`config.mk`:
```
export PLATFORM = sky130hd
export DESIGN_NAME = ieeedrv_headpos
export DESIGN_NICKNAME = d
export VERILOG_FILES = /design/src/rtl/ieeedrv_headpos.sv
export SDC_FILE = /design/constraint.sdc
export NUM_CORES = 1
export LEC_CHECK = 0
export ABC_AREA = 1
export CAP_MARGIN = 10
export CORE_MARGIN = 8
export CORE_UTILIZATION = 57
export CTS_CLUSTER_DIAMETER = 40
export CTS_CLUSTER_SIZE = 20
export DETAILED_ROUTE_END_ITERATION = 16
export GPL_TIMING_DRIVEN = 0
export PLACE_DENSITY_LB_ADDON = 0.05
export SETUP_SLACK_MARGIN = 0.3
export SKIP_LAST_GASP = 1
export SLEW_MARGIN = 20
export SYNTH_ARGS = -nofsm -noshare
export SYNTH_HDL_FRONTEND = slang
export SYNTH_SLANG_ARGS = --single-unit
```
`constraint.sdc`:
```
create_clock -name clk_sys -period 3.1 [get_ports clk_sys]
set_input_delay 0.62 -clock clk_sys [delete_from_list [all_inputs] [get_ports clk_sys]]
set_output_delay 0.62 -clock clk_sys [all_outputs]
set_load 0.02 [all_outputs]
```
`src/rtl/ieeedrv_headpos.sv`:
```
// ieeedrv_headpos: head position tracker for one IEEE-488 floppy subdrive.
// Decodes the two-bit stepper phase into inward/outward half-track steps,
// keeps the half-track position within the limits of the selected drive
// type, times head settling after each step, and tracks whether the current
// track buffer has been modified so it can be written back before the head
// moves away or the motor stops.
module ieeedrv_headpos #(
  parameter logic [15:0] SETTLE = 16'd3000
) (
  input  logic       clk_sys,
  input  logic       reset_n,
  input  logic       ce,
  input  logic       drv_type,
  input  logic       mounted,
  input  logic       selected,
  input  logic       mtr,
  input  logic [1:0] stp,
  input  logic       we,
  output logic [7:0] htrack,
  output logic [7:0] track,
  output logic       track_changing,
  output logic       save_track,
  output logic       dirty
);

  // Highest legal half-track for each drive type.
  localparam logic [7:0] HMAX_4040 = 8'd68;
  localparam logic [7:0] HMAX_8250 = 8'd152;

  logic [1:0]  stp_l;
  logic        mtr_l;
  logic [15:0] settle_cnt;

  logic [1:0]  stp_fwd;
  logic [1:0]  stp_back;
  logic        step_in;
  logic        step_out;
  logic        step_acc;
  logic        mtr_fall;
  logic        save_trig;
  logic [7:0]  hmax;
  logic [7:0]  pos_base;
  logic [7:0]  htrack_next;
  logic [15:0] settle_next;
  logic        dirty_next;

  // Whole track is the half-track position with the half-step bit dropped.
  assign track = {1'b0, htrack[7:1]};

  // Decode the phase change, apply position limits, and work out the next
  // settle count, dirty flag and write-back request for this ce tick.
  always_comb begin
    stp_fwd     = stp_l + 2'd1;
    stp_back    = stp_l - 2'd1;
    step_in     = 1'b0;
    step_out    = 1'b0;
    step_acc    = 1'b0;
    mtr_fall    = 1'b0;
    save_trig   = 1'b0;
    hmax        = drv_type ? HMAX_4040 : HMAX_8250;
    pos_base    = htrack;
    htrack_next = htrack;
    settle_next = settle_cnt;
    dirty_next  = dirty;

    // A phase two away from the last one is ambiguous and is ignored.
    step_in  = (stp == stp_fwd);
    step_out = (stp == stp_back);
    step_acc = ce & mtr & selected & (step_in | step_out);
    mtr_fall = mtr_l & ~mtr;

    // A drive-type change can leave the head beyond the new last track.
    if (htrack > hmax) begin
      pos_base = hmax;
    end

    htrack_next = pos_base;
    if (step_acc && step_in) begin
      if (pos_base < hmax) begin
        htrack_next = pos_base + 8'd1;
      end
    end else if (step_acc && step_out) begin
      if (pos_base != 8'd0) begin
        htrack_next = pos_base - 8'd1;
      end
    end

    // Saturated steps still restart settling: the stepper was driven.
    if (step_acc) begin
      settle_next = SETTLE;
    end else if (mounted) begin
      settle_next = 16'd0;
    end else if (settle_cnt != 16'd0) begin
      settle_next = settle_cnt - 16'd1;
    end

    // Only the first step of a seek requests a save; later steps arrive
    // while the head is still settling.
    save_trig = ce & dirty & ~mounted &
                ((step_acc & ~track_changing) | mtr_fall);

    // A write on the same tick as a save marks the fresh buffer dirty again.
    if (mounted) begin
      dirty_next = 1'b0;
    end else if (we && mtr && selected) begin
      dirty_next = 1'b1;
    end else if (save_trig) begin
      dirty_next = 1'b0;
    end
  end

  // State registers: everything advances on ce except the one-cycle save pulse.
  always_ff @(posedge clk_sys or negedge reset_n) begin
    if (!reset_n) begin
      stp_l          <= 2'd0;
      mtr_l          <= 1'b0;
      htrack         <= 8'd0;
      settle_cnt     <= 16'd0;
      track_changing <= 1'b0;
      save_track     <= 1'b0;
      dirty          <= 1'b0;
    end else begin
      save_track <= save_trig;
      if (ce) begin
        stp_l          <= stp;
        mtr_l          <= mtr;
        htrack         <= htrack_next;
        settle_cnt     <= settle_next;
        track_changing <= (settle_next != 16'd0);
        dirty          <= dirty_next;
      end
    end
  end

endmodule

```
# --- Word level (Yosys, flattened, before mapping) ---
# Index checks and enable logic that the tools add are counted.
classes:
  n_addsub: 5
  order_cmp: 2
  eq_ne: 2
  n_mux: 12
  bitwise: 13
  n_reduce_logical: 9
ops:
  columns: ["cell", "count"]
  rows:
  - ["16-bit 2-to-1 mux", 3]
  - ["8-bit 2-to-1 mux", 6]
  - ["16-bit nonzero test", 2]
  - ["16-bit by 1-bit subtractor with 16-bit output (second input constant)", 1]
  - ["8-bit by 1-bit adder with 8-bit output (second input constant)", 1]
  - ["1-bit AND", 8]
  - ["8-bit > comparator", 1]
  - ["8-bit < comparator", 1]
  - ["8-bit nonzero test", 1]
  - ["8-bit by 1-bit subtractor with 8-bit output (second input constant)", 1]
  - ["2-bit equality test", 2]
  - ["1-bit logical AND", 4]
  - ["1-bit 2-to-1 mux", 3]
  - ["1-bit inverter", 3]
  - ["3-bit nonzero test", 1]
  - ["2-bit by 1-bit adder with 2-bit output (second input constant)", 1]
  - ["1-bit OR", 2]
  - ["2-bit AND reduction", 1]
  - ["2-bit by 1-bit subtractor with 2-bit output (second input constant)", 1]
word_totals:
  reg_bits: 30
  in_bits: 10
  output_inout_bits: 19
  elab_cells: 50

# --- Depth between registers and ports, before layout ---
# Gate-level depths: netlist of the first run.
logic_depth:
  word_depth: 10
  mapped_depth: 24
  depth_no_buf: 24

# --- Worst setup path after synthesis of the first run ---
# OpenSTA, ideal clock, no wires.
synth_path:
  path_type: "in2reg"
  start: "in drv_type"
  end: "reg htrack[3]"
  t_arrival_ns: 2.656
  t_required_ns: 2.983
  setup_slack_ns: 0.327
  stages: 23
  n_path_buf: 0
  path_cell_list: "inv_1 -> ha_1 -> nand2_1 -> nor2_2 -> nand2_2 -> nand2_2 -> nand2_4 -> nand2_1 -> nand2_1 -> ha_1 -> nand2_1 -> inv_1 -> nand2_1 -> nor2_2 -> nand2_2 -> nand2_4 -> inv_4 -> nand2_1 -> nand2_1 -> nand2_1 -> nand2_1 -> nand2_1 -> nand2_1"
synth_between:
  elab_chain_cells: 7
  word_cells_on_any_way: 11
  cone_classes: "add/sub: 2; order compare: 2; mux: 6; reduce/logical: 1"
synth_lines:
  columns: ["element", "line_no", "text"]
  rows:
  - ["from (decl)", "13", "input logic drv_type,"]
  - ["8-bit 2-to-1 mux *", "60", "hmax = drv_type ? HMAX_4040 : HMAX_8250;"]
  - ["8-bit > comparator", "73", "if (htrack > hmax) begin"]
  - ["8-bit 2-to-1 mux", "73", null]
  - ["8-bit by 1-bit subtractor with 8-bit output / 8-bit nonzero test (equally long branches)", "84, 83", null]
  - ["8-bit 2-to-1 mux", "83", "if (pos_base != 8'd0) begin"]
  - ["8-bit 2-to-1 mux", "82", "end else if (step_acc && step_out) begin"]
  - ["8-bit 2-to-1 mux *", "78", "if (step_acc && step_in) begin"]
  - ["to (signal assigned)", "127", "htrack <= htrack_next;"]
  - ["to (decl)", "19", "output logic [7:0] htrack,"]
# Mark *: on every way between the ends. The rest lies on a longest branch, timed or not.
# A chain may end at the register's enable or synchronous reset.

# --- Worst setup path after layout of the first run ---
layout_path:
  start: "reg htrack[2]"
  end: "reg htrack[0]"
layout_between:
  elab_chain_cells: 6
  word_cells_on_any_way: 10
  cone_classes: "add/sub: 2; order compare: 2; mux: 5; reduce/logical: 1"
layout_lines:
  columns: ["element", "line_no"]
  rows:
  - ["8-bit > comparator", "73"]
  - ["8-bit 2-to-1 mux *", "73"]
  - ["8-bit by 1-bit subtractor with 8-bit output / 8-bit nonzero test (equally long branches)", "84, 83"]
  - ["8-bit 2-to-1 mux", "83"]
  - ["8-bit 2-to-1 mux", "82"]
  - ["8-bit 2-to-1 mux *", "78"]
# Marks and branches as above.

==> results.toml, run 1 <==
[finish]
final_util_pct = 71.8
drive_gt1_share_pct = 17.7
layout.cells.non_filler = 512
fillers = 412
seq_area_um2 = 756
final_nets = 482
antenna_cells = 0
area_growth_syn_to_layout_pct = 24.2
multi_input_area_um2 = 1760
design_area_um2 = 3320

[logic_synthesis]
yosys-top-cells-area = "dfrtp_1 (28%), nand2_1 (18%), nand3_1 (6.9%), nor2_1 (6.9%), ha_1 (6.5%)"
synth_area_per_cell_um2 = 6.55
synth_top_cell_by_area = "dfrtp_1"
synth-seq-cells = 30
yosysWarnings = 0
async_flop_share_pct = 100
yosysMostFrequentCell = "nand2_1"
ys.flop_type = "dfrtp_1"
synth_edf_count = 0
ys_seq_area_share_pct = 28.0
synth_area_um2 = 2680
syn_nets = 433
synth_top_area_share_pct = 28.0
synthTopCellsByCount = "nand2_1 (127), nor2_1 (49), inv_1 (44), nand3_1 (37), dfrtp_1 (30)"
synth_cell_type_count = 31
synth_cells = 409

[place]
portBuffers = 27
gp_congestion = 0.983
dpl_cell_area_um2 = 3010
place_inst = 490
pre_cts_slack_ns = -0.870
dp_hpwl_um = 5080

[die]
rows = 25
dieWidth_um = 84.5
initial_utilization_pct = 57.8
die_h_um = 84.5
core_area_um2 = 4630
ios = 29
dieArea_um2 = 7150

[global_routing]
antenna_found_initial = 0
grt_pass1_vias = 2479
grt_overflow = 0
grt_max_degree = 31
grtUsageTotal_pct = 19.8
grt_first_pass_wirelength_um = 11700

[sta]
finalHoldViolCount = 0
drv_slew = 0
clock.fmax_ghz = 0.371
relSlewSlack_pct = 53.7
fin_crit_ns = 2.70
skew_ns = 0.00733
finalSetupViolations = 0
final.setup.worst_slack_ns = 0.402
post-route-period-util_pct = 87.0
rsz0062_at_grt = "no"
tightest_slew_ns = 0.694

[setup_path]
crit_top_cell = "nand2_4"
ff2ff_path_depth = 15
critPathMaxStageDelay_ns = 0.43
cpLargestDelayFamily = "simple AND/OR/NAND/NOR gates"
critPathCaptureType = "flop"
crit_fanout = 7
slowest_stage = "dfrtp_2"
cp.required_ns = 3.30
cp_num_cells = 15
start_kind = "flop"
arrival_ns = 2.90
path_buf_inv = 2
path_cells = "inv_1 -> ha_1 -> nand2_1 -> nor3_2 -> nand2_2 -> nand2_4 -> nand2_2 -> nand2_4 -> ha_4 -> a21oi_1 -> a21boi_4 -> nand2_4 -> buf_4 -> o21ai_1 -> xnor2_1"
crit_type = "flop to flop"

[clock_tree]
worstSkewPairLatency_ns = 0.28
root_buffer = "clkbuf_8"
clk_path_buf_depth = 2
cts.reportedPaths.clkPinSlew_ns = 0.07
cts_hold_buf = 0
htreeDepth = 2
cts_tree = "done"
cts_sinks = 30
numCtsBuffers = 5

[power]
p_leak_nw = 1.71
power.density_nw_per_um2 = 866
ir_worst_vdd_v = 0.000710

[status]
status = "complete, no violations"

[worst_hold_path]
hold_path_class = "input pin to async pin"

[detailed_routing]
num_vias = 2788
wirelength_um = 7180
wl_per_cell_um = 14.0
vias_per_cell = 5.45
antenna_left = 0
remaining_drc_errors = 0
drt_pre_antenna_iters = 6
drt_iter0_markers = 255

[flow_run]
maxCapViolations = 0
[where the power goes]
part	leakage [nW]	total, mW	internal (mW)	switching [mW]
logic	1.29	1.98	0.833	1.15
clock network	0.0438	0.294	0.150	0.143
registers	0.378	0.602	0.475	0.128
total	1.71	2.88	1.46	1.42
[logic make-up (layout without fill, tap and decap cells)]
group	count (synthesis)	count (layout)	share of synthesized area, %
compound gates	36	36	7.85
xor+xnor	18	18	5.89
fa+ha+maj	14	14	6.54
buf+inv	61	110	10.2
flops	30	30	28.0
other cells	1	1	0.140
simple gates	249	249	41.3
[worst register-to-register path, delay by kind of cell, from the launching register on]
kind / cells / cell delay, ns
xor gates and xnor gates: 1 / 0.14
and+or+nand+nor: 7 / 0.77
adders and majority gates: 2 / 0.48
buffers and inverters: 2 / 0.26
AOI/OAI and AO/OA: 3 / 0.55
DFF: 1 / 0.43
[final cells by class]
| cell class | instances | share of cell area, % |
|---|---|---|
| Sequential cell | 30 | 22.7 |
| Tap cell | 54 | 2.03 |
| Clock buffer | 5 | 2.07 |
| Buffer | 15 | 2.97 |
| Inverter | 46 | 5.34 |
| Clock inverter | 2 | 0.301 |
| Timing Repair Buffer | 42 | 11.7 |
| Multi-Input combinational cell | 318 | 52.9 |
[worst paths after layout]
kind,slack [ns],to,start
setup / recovery,0.40,htrack[0],htrack[2]
hold / removal,0.38,htrack[6],reset_n
setup reg to reg,0.40,htrack[0],htrack[2]
hold reg to reg,0.50,settle_cnt[15],settle_cnt[15]
max in group asynchronous,2.22,htrack[7],reset_n
min in group clk_sys,0.50,settle_cnt[15],settle_cnt[15]
[per-layer routing]
metal  track usage (%)  vias up  wire (µm)
li1                  -     1393          -
met1              29.0     1261       3480
met2              29.5      124       3100
met3              3.22       10        546
met4              4.37        0         58
met5                 0        -          0
[per-stage QoR]
| stage | hold WS, ns | setup TNS (ns) | power (mW) |
|---|---|---|---|
| 2_1_floorplan | 0.324 | 0 | 1.73 |
| 3_3_place_gp | 0.472 | -5.90 | 2.15 |
| 3_5_place_dp | 0.489 | -6.46 | 2.18 |
| 4_1_cts | 0.418 | 0 | 2.64 |
| 5_1_grt | 0.442 | 0 | 3.11 |
| 6_report | 0.383 | 0 | 2.88 |
[repair_timing]
action,4_1_cts,5_1_grt
endpoints found under the hold margin,0,0
setup endpoints to repair,8,8
pin swaps,8,11
buffers inserted,7,8
gates resized for setup,16,21
[registers in the layout, summed over array words and instances, names as in the netlist]
register / count
settle_cnt: 16
htrack: 8
stp_l: 2
dirty: 1
mtr_l: 1
save_track: 1
track_changing: 1
[cell usage in the layout, fill, tap and decap left out, types with 12 or more instances in the layout]
cell type          n
nand3_1           36
nand2_2           12
nand2_1          119
inv_1             42
clkdlybuf4s50_1   25
nor2_1            47
dfrtp_1           26
xor2_1            16
buf_4             23
o21ai_0           20
Note: power is estimated with default switching activity, not from simulation.
==> run 2: changes to the inputs <==
- CAP_MARGIN: 10 -> 15
==> results of run 2 <==
The final DEF is identical to that of run 1; final timing and power are the same.
==> run 3: changes to the inputs <==
- CORE_ASPECT_RATIO: unset -> 0.9
==> run 3 against run 2 <==
  * First-iteration DRC count is 34% higher
  * Sequential power is 0.7% lower
  * Count of clock-buffer cells in the layout is 1 higher
  * Total power is 3.1% higher
  * Clock skew is 0.0029 ns lower
  * Fmax is 2.6% lower
  * Flip-flop and latch count stayed put
  * Cell count is 1.8% higher
  * Largest power group unchanged
  * Highest routed layer unchanged
==> results.toml, run 3 (synthesis results as in run 1) <==
[status]
status = "complete, no violations"

[clock_tree]
worstSkewPairLatency_ns = 0.29
clk_path_buf_depth = 2
cts_tree = "done"
root_buffer = "clkbuf_8"
cts_hold_buf = 0
htreeDepth = 2
cts.reportedPaths.clkPinSlew_ns = 0.07
numCtsBuffers = 5
cts_sinks = 30

[finish]
final_util_pct = 74.9
layout_commonest_cell = "nand2_1"
drive_gt1_share_pct = 19.0
largest_reg_flops = 16
layout_common_cells = "nand2_1 (118), nor2_1 (48), inv_1 (40), nand3_1 (36)"
reg.largest.list = "settle_cnt (16), htrack (8), stp_l (2)"
regMostFlops = "settle_cnt"
area_growth_syn_to_layout_pct = 25.6
antenna_cells = 0
fillers = 349
final_nets = 482

[worst_hold_path]
hold_path_class = "input pin to async pin"

[global_routing]
antenna_found_initial = 0
grt_overflow = 0
grtUsageTotal_pct = 20.4
grt_max_degree = 31
grt_first_pass_wirelength_um = 11500
grt_pass1_vias = 2475

[power]
ir_worst_vdd_v = 0.000764
p_leak_nw = 1.71
power.density_nw_per_um2 = 883

[die]
dieArea_um2 = 7150
dieWidth_um = 88.2
rows = 23
core_area_um2 = 4490
die_h_um = 81.0
ios = 29
initial_utilization_pct = 59.6

[sta]
finalHoldViolCount = 0
clock.fmax_ghz = 0.361
drv_slew = 0
whs_ns = 0.367
relSlewSlack_pct = 54.3
skew_ns = 0.00447
fin_crit_ns = 2.77
tightest_slew_ns = 0.686
rsz0062_at_grt = "yes"
finalSetupViolations = 0
post-route-period-util_pct = 89.4

[detailed_routing]
wirelength_um = 7450
num_vias = 2836
drt_pre_antenna_iters = 6
antenna_left = 0
drt_iter0_markers = 341
remaining_drc_errors = 0
vias_per_cell = 5.44
wl_per_cell_um = 14.3

[setup_path]
critPathCaptureType = "flop"
ff2ff_path_depth = 17
r2r_setup_slack_ns = 0.33
start_kind = "flop"
arrival_ns = 2.96
cp.required_ns = 3.28
crit_fanout = 10
crit_type = "flop to flop"

[place]
gp_congestion = 0.937
portBuffers = 27
dp_hpwl_um = 5200

[flow_run]
maxCapViolations = 0
## run 3: changes by cell type in the layout (fill, tap and decap cells not counted), sizes merged
cell and change:
clkinv -1, clkinvlp +1, clkbuf +1
## run 3: metal layers
metal	GRT usage, %	share of wire [%]	up-vias	routed length [µm]
met3	3.53	8.2	14	614
met4	5.23	1.6	0	116
li1	-	-	1391	-
met5	0	0	-	0
met1	29.8	46	1299	3440
met2	30.1	44	132	3270
## run 3: through the flow
step / worst slack (ns) / std cells / total power, mW / area, µm² / TNS (ns)
floorplan: 0.327 / 409 / 1.73 / 2680 / 0
global placement: -0.791 / 498 / 2.15 / 3030 / -5.85
detailed placement: -0.862 / 498 / 2.19 / 3020 / -6.38
CTS: 0.321 / 509 / 2.62 / 3170 / 0
global route: 0.201 / 521 / 3.16 / 3360 / 0
finish: 0.329 / 521 / 2.97 / 3360 / 0
## run 3: final cells by class
class / count / area [µm²] / share of cell area, %
tap: 62 / 77.6 / 2.31
multi-input combinational: 318 / 1770 / 52.6
sequential: 30 / 757 / 22.5
timing repair buffer: 42 / 388 / 11.5
inverter: 46 / 178 / 5.28
clock inverter: 2 / 12.5 / 0.372
clock buffer: 6 / 82.6 / 2.46
buffer: 15 / 98.8 / 2.94
## run 3: critical path: stages (launching register included)
cell	delay [ns]
dfrtp_2	0.45
ha_1	0.31
nand2_1	0.07
nor3_2	0.14
nand2_2	0.17
nand2_8	0.14
nand2_2	0.09
nand2_4	0.14
ha_2	0.29
nand2_2	0.07
nor2_2	0.04
nand2_2	0.13
nand2_4	0.11
buf_4	0.15
o211ai_1	0.18
nand2_1	0.08
nand2_1	0.06
nand2_1	0.04
## run 3: worst paths after layout
check / from / to
setup / recovery: htrack[3] / htrack[1]
hold / removal: reset_n / htrack[2]
setup reg to reg: htrack[3] / htrack[1]
hold reg to reg: settle_cnt[15] / settle_cnt[15]
max in group asynchronous: reset_n / htrack[7]
min in group clk_sys: settle_cnt[15] / settle_cnt[15]
## run 3: what timing repair did
item	4_1_cts	5_1_grt
setup endpoints to repair	8	7
buffers inserted	3	12
gates resized for setup	16	26
pin swaps	6	18
## run 3: power by group
part	internal [mW]	leakage (nW)	switching, mW
clock	0.178	0.0472	0.160
sequential	0.476	0.377	0.122
combinational	0.841	1.28	1.19
